===== config.mk =====
export PLATFORM = sky130hd
export DESIGN_NAME = aib_clk_rst_seq
export DESIGN_NICKNAME = d
export VERILOG_FILES = /design/src/rtl/aib_clk_rst_seq.sv
export SDC_FILE = /design/constraint.sdc
export NUM_CORES = 1
export LEC_CHECK = 0
export CAP_MARGIN = 5
export CELL_PAD_IN_SITES_DETAIL_PLACEMENT = 1
export CELL_PAD_IN_SITES_GLOBAL_PLACEMENT = 2
export CORE_UTILIZATION = 32
export DETAILED_ROUTE_END_ITERATION = 6
export GPL_ROUTABILITY_DRIVEN = 0
export PLACE_DENSITY_LB_ADDON = 0.25
export SYNTH_ARGS = -nofsm -noshare
export SYNTH_HDL_FRONTEND = slang
export SYNTH_SLANG_ARGS = --single-unit
export TNS_END_PERCENT = 10

===== constraint.sdc =====
create_clock -name i_clk -period 1 [get_ports i_clk]
set_input_delay 0.2 -clock i_clk [delete_from_list [all_inputs] [get_ports i_clk]]
set_output_delay 0.2 -clock i_clk [all_outputs]
set_load 0.05 [all_outputs]

===== src/rtl/aib_clk_rst_seq.sv =====
// AIB top-level reset sequencer and glitch-free programmable even-ratio
// clock divider. Reset domains release in order with a programmable gap.
module aib_clk_rst_seq #(
    parameter int NUM_RST = 3,
    parameter int CNT_W   = 8,
    parameter int DIV_W   = 4
) (
    input  logic               i_clk,
    input  logic               i_rst_n,
    input  logic               i_en,
    input  logic [CNT_W-1:0]   i_cfg_dly,
    input  logic [DIV_W-1:0]   i_cfg_div,
    input  logic               i_cfg_chg,
    output logic [NUM_RST-1:0] o_rst_n,
    output logic               o_div_clk,
    output logic               o_div_pls,
    output logic               o_busy,
    output logic               o_done,
    output logic               o_cfg_ack
);

    localparam int K_W = (NUM_RST > 1) ? $clog2(NUM_RST) : 1;
    localparam logic [K_W-1:0] K_LAST = K_W'(NUM_RST - 1);

    typedef enum logic [1:0] {
        IDLE,
        WAIT,
        REL,
        DONE
    } state_t;

    logic rst_meta;
    logic rst_s_n;

    // Assert asynchronously, release two edges after i_rst_n rises
    always_ff @(posedge i_clk or negedge i_rst_n) begin
        if (!i_rst_n) begin
            rst_meta <= 1'b0;
            rst_s_n  <= 1'b0;
        end else begin
            rst_meta <= 1'b1;
            rst_s_n  <= rst_meta;
        end
    end

    state_t           state;
    logic [K_W-1:0]   k;
    logic [CNT_W-1:0] dly_cnt;

    always_ff @(posedge i_clk or negedge rst_s_n) begin
        if (!rst_s_n) begin
            state   <= IDLE;
            k       <= '0;
            dly_cnt <= '0;
            o_rst_n <= '0;
            o_busy  <= 1'b0;
            o_done  <= 1'b0;
        end else if (!i_en) begin
            state   <= IDLE;
            k       <= '0;
            o_rst_n <= '0;
            o_busy  <= 1'b0;
            o_done  <= 1'b0;
        end else begin
            unique case (state)
                IDLE: begin
                    k       <= '0;
                    dly_cnt <= i_cfg_dly;
                    o_busy  <= 1'b1;
                    state   <= WAIT;
                end
                WAIT: begin
                    if (dly_cnt == '0) begin
                        state <= REL;
                    end else begin
                        dly_cnt <= dly_cnt - CNT_W'(1);
                    end
                end
                REL: begin
                    o_rst_n[k] <= 1'b1;
                    if (k == K_LAST) begin
                        o_busy <= 1'b0;
                        o_done <= 1'b1;
                        state  <= DONE;
                    end else begin
                        k       <= k + K_W'(1);
                        dly_cnt <= i_cfg_dly;
                        state   <= WAIT;
                    end
                end
                DONE: begin
                    o_done <= 1'b1;
                end
                default: begin
                    state <= IDLE;
                end
            endcase
        end
    end

    logic [DIV_W-1:0] ratio;
    logic [DIV_W-1:0] shadow;
    logic [DIV_W-1:0] phase;
    logic [DIV_W-1:0] next_ratio;
    logic             pend;
    logic             run;
    logic             wrap;
    logic             apply;

    // A request landing on the apply edge wins over the older shadow value
    always_comb begin
        run        = o_rst_n[0];
        wrap       = (phase == ratio);
        next_ratio = i_cfg_chg ? i_cfg_div : shadow;
        apply      = pend && (!run || (wrap && o_div_clk));
    end

    always_ff @(posedge i_clk or negedge rst_s_n) begin
        if (!rst_s_n) begin
            ratio     <= '0;
            shadow    <= '0;
            phase     <= '0;
            pend      <= 1'b0;
            o_div_clk <= 1'b0;
            o_div_pls <= 1'b0;
            o_cfg_ack <= 1'b0;
        end else begin
            o_div_pls <= 1'b0;
            o_cfg_ack <= 1'b0;
            if (i_cfg_chg) begin
                shadow <= i_cfg_div;
                pend   <= 1'b1;
            end
            if (apply) begin
                ratio     <= next_ratio;
                pend      <= 1'b0;
                o_cfg_ack <= 1'b1;
            end
            if (!run) begin
                phase     <= '0;
                o_div_clk <= 1'b0;
            end else if (wrap) begin
                phase     <= '0;
                o_div_clk <= ~o_div_clk;
                o_div_pls <= ~o_div_clk;
            end else begin
                phase <= phase + DIV_W'(1);
            end
        end
    end

endmodule


==> impl_metrics.tcl <==
set metrics [dict create \
    status "finished, violations left" \
    failed_checks "setup timing" \
    fin_cells 339 \
    cts_root_buf "clkbuf_8" \
    crit_slowest_cell "or4_4" \
    synth_edf_count 0 \
    critical-path-max-stage-delay_ps 440 \
    antenna_found_initial 0 \
    ir_worst_vdd_v 0.0006671 \
    vias 1708 \
    top_level_ports 24 \
    drc_errors 0 \
    synth_cell_types 42 \
    timing.final.ws_setup_ps -740.2 \
    worstPathRequired_ps 1230 \
    max_freq_mhz 574.7 \
    leakage_nw 1.352 \
    netlist_area_sq_mm 0.001901 \
    antennaDiodeCount 0 \
    r2r-start "state[1]" \
    cp-end-kind "register" \
    drtIter0Drc 92 \
    finalCriticalPeriod_ps 1740 \
    synthTopCellsByArea "dfrtp_1 (46%), ha_1 (6.6%), mux2i_1 (3.7%)" \
    coreArea_sq_mm 0.005608 \
    clk_pin_slew_worst_paths_ps 80 \
    die_w_um 79.07 \
    ys_seq_area_share_pct 46.08 \
    die_y_um 79.07 \
    whs_ps 57.49 \
    slew_violations 0 \
    cp-start-kind "register" \
    layout-drive-gt1-share_pct 43.82 \
    grt_pass1_wl_um 9335 \
    setup_viol 37 \
    initial_utilization_pct 33.89 \
    synth.most_common_cell "dfrtp_1" \
    placedCellCount 326 \
    ys_ff_latch 35 \
    synth_ff_type "dfrtp_1" \
    cp_cell_sequence "inv_2 > ha_2 > and4bb_4 > a211o_1 > or4_4 > nand3_2" \
    min_path_type "input pin to async pin" \
    power_density_mw_per_mm2 1590 \
    syn_inst 187 \
    io_buffers 23 \
    timing.rr.end "dly_cnt[3]" \
    vias_per_cell 5.038 \
    post-route-util_pct 54.06 \
    critPathMaxFanout 4 \
    r2r_slack_ps -740 \
    die_area_sq_mm 0.006251 \
    num_rows 27 \
    clkSinkCount 35 \
    async_reset_ff_share_pct 100.0 \
    grt_overflow 0 \
    cts_max_level 2 \
    worst-setup-path-type "register to register" \
    routed_wl_um 6007 \
    area_growth_pct 59.51 \
    synth_area_per_cell_sq_um 10.16 \
    rsz0062_at_grt "true" \
    clkLatencyLatePin_ps 300 \
    cts_buffers 5 \
    n_fill_cell 629 \
    synth_top_area_share_pct 46.08 \
    postRouteAntennaNets 0 \
    drtPass1Iterations 2 \
    postPlaceCellArea_sq_mm 0.002660 \
    place_hpwl_um 3926 \
    reg2reg_depth 6 \
    synth_common_cells "dfrtp_1 (35), inv_1 (14), nand2_1 (11)" \
    grt_max_degree 34 \
    period_share_pct 174.0 \
    hold_buffers 0 \
    synth.largest_area_cell "dfrtp_1" \
    yosys_warnings 0 \
    max_cap_viol_count 0 \
    final_cell_area_sq_mm 0.003032 \
    cts_tree "yes" \
    grt_pass1_vias 1940 \
    hold_viol 0 \
    finClkSkew_ps 8.211 \
    cts_buffer_depth 2 \
    grt_usage_pct 19.45 \
    synth_nets 213 \
    fin_nets 292 \
    preCtsSetupSlack_ps -741.6 \
    wl_per_cell_um 17.72 \
    arrival_ps 1970 \
]
## worst max-delay path, delay by kind of cell (launching register included)
family                   cells  cell delay [ps]
buffers and inverters        1               60
AO/OA/AOI/OAI                1              310
AND/OR/NAND/NOR              3              720
adder cells (fa/ha/maj)      1              170
flip-flops                   1              430
## through the flow
step	TNS, ps	total power [mW]
after floorplan	-12690	2.550
after CTS	-13110	4.609
after detailed placement	-15890	3.344
after global placement	-13960	3.255
final	-12260	4.821
after global routing	-14520	5.053
## layer usage
metal	GRT usage, %	vias up	wire [um]
met3	2.644	8	84
li1	-	814	-
met4	8.000	0	106
met5	0	-	0
met1	23.50	873	2565
met2	34.48	13	3251
## power by group
group / total (mW) / switching (mW) / leakage, nW / internal (mW)
sequential: 1.78 / 0.169 / 0.437 / 1.61
clock: 1.14 / 0.581 / 0.0474 / 0.563
combinational: 1.89 / 0.881 / 0.867 / 1.01
total: 4.82 / 1.63 / 1.35 / 3.19
## cell type report
type	instances	area, sq um	share of cell area, %
Inverter	14	52.55	1.733
Multi-Input combinational cell	131	1120	36.94
Clock inverter	2	16.27	0.5365
Clock buffer	6	82.58	2.724
Timing Repair Buffer	79	790.8	26.08
Tap cell	72	90.09	2.972
Sequential cell	35	879.6	29.01
## what timing repair did
action	in CTS	in global routing
resized for setup	24	38
pin swaps	10	9
setup endpoints to repair	40	37
setup buffers	3	2
## cells by family (layout without fill, tap and decap cells)
kind of cell | count (synthesis) | count (layout) | share of synthesized area (%)
xor+xnor | 7 | 7 | 3.226
compound gates | 40 | 40 | 14.09
fa+ha+maj | 10 | 10 | 6.583
buf+inv | 21 | 101 | 4.937
simple gates | 61 | 61 | 18.24
mux | 12 | 12 | 6.649
flops | 35 | 35 | 46.08
other cells | 1 | 1 | 0.1973
## registers in the layout (all words and copies together), names as in the netlist, 2 cells and up
register and cells:
dly_cnt 8, shadow 4, k 2, phase 4, ratio 4, o_rst_n 3, state 2
## worst max-delay path by stage
stage,end,cells past startpoint,start,slack (ps)
after CTS,dly_cnt[3],6,state[0],-700
after detailed placement,ratio[1],5,i_cfg_chg,-740
final,dly_cnt[3],6,state[1],-740
after global placement,dly_cnt[3],5,state[0],-690
after floorplan,dly_cnt[3],8,state[0],-770
after global routing,dly_cnt[3],5,state[0],-790
## cell usage in the layout, fill, tap and decap left out, types with 2 or more instances in the layout
cell type,n
mux2_2,4
o22ai_1,6
buf_6,9
a21oi_1,4
nor3b_2,2
a21oi_2,5
buf_4,44
xnor2_1,6
inv_1,12
inv_2,2
and2_1,2
a211oi_2,2
clkdlybuf4s50_1,14
clkbuf_8,6
nor3_1,4
o21ai_0,3
ha_2,2
nor2_1,7
nor2b_1,9
a211o_1,5
nand3_1,6
buf_12,9
a32oi_1,2
nand4_1,2
o21ai_1,4
dfrtp_2,3
ha_4,3
buf_8,2
mux2i_1,7
nand2_1,8
ha_1,5
nand3_2,2
dfrtp_1,32
Note: power is estimated with default switching activity, not from simulation.
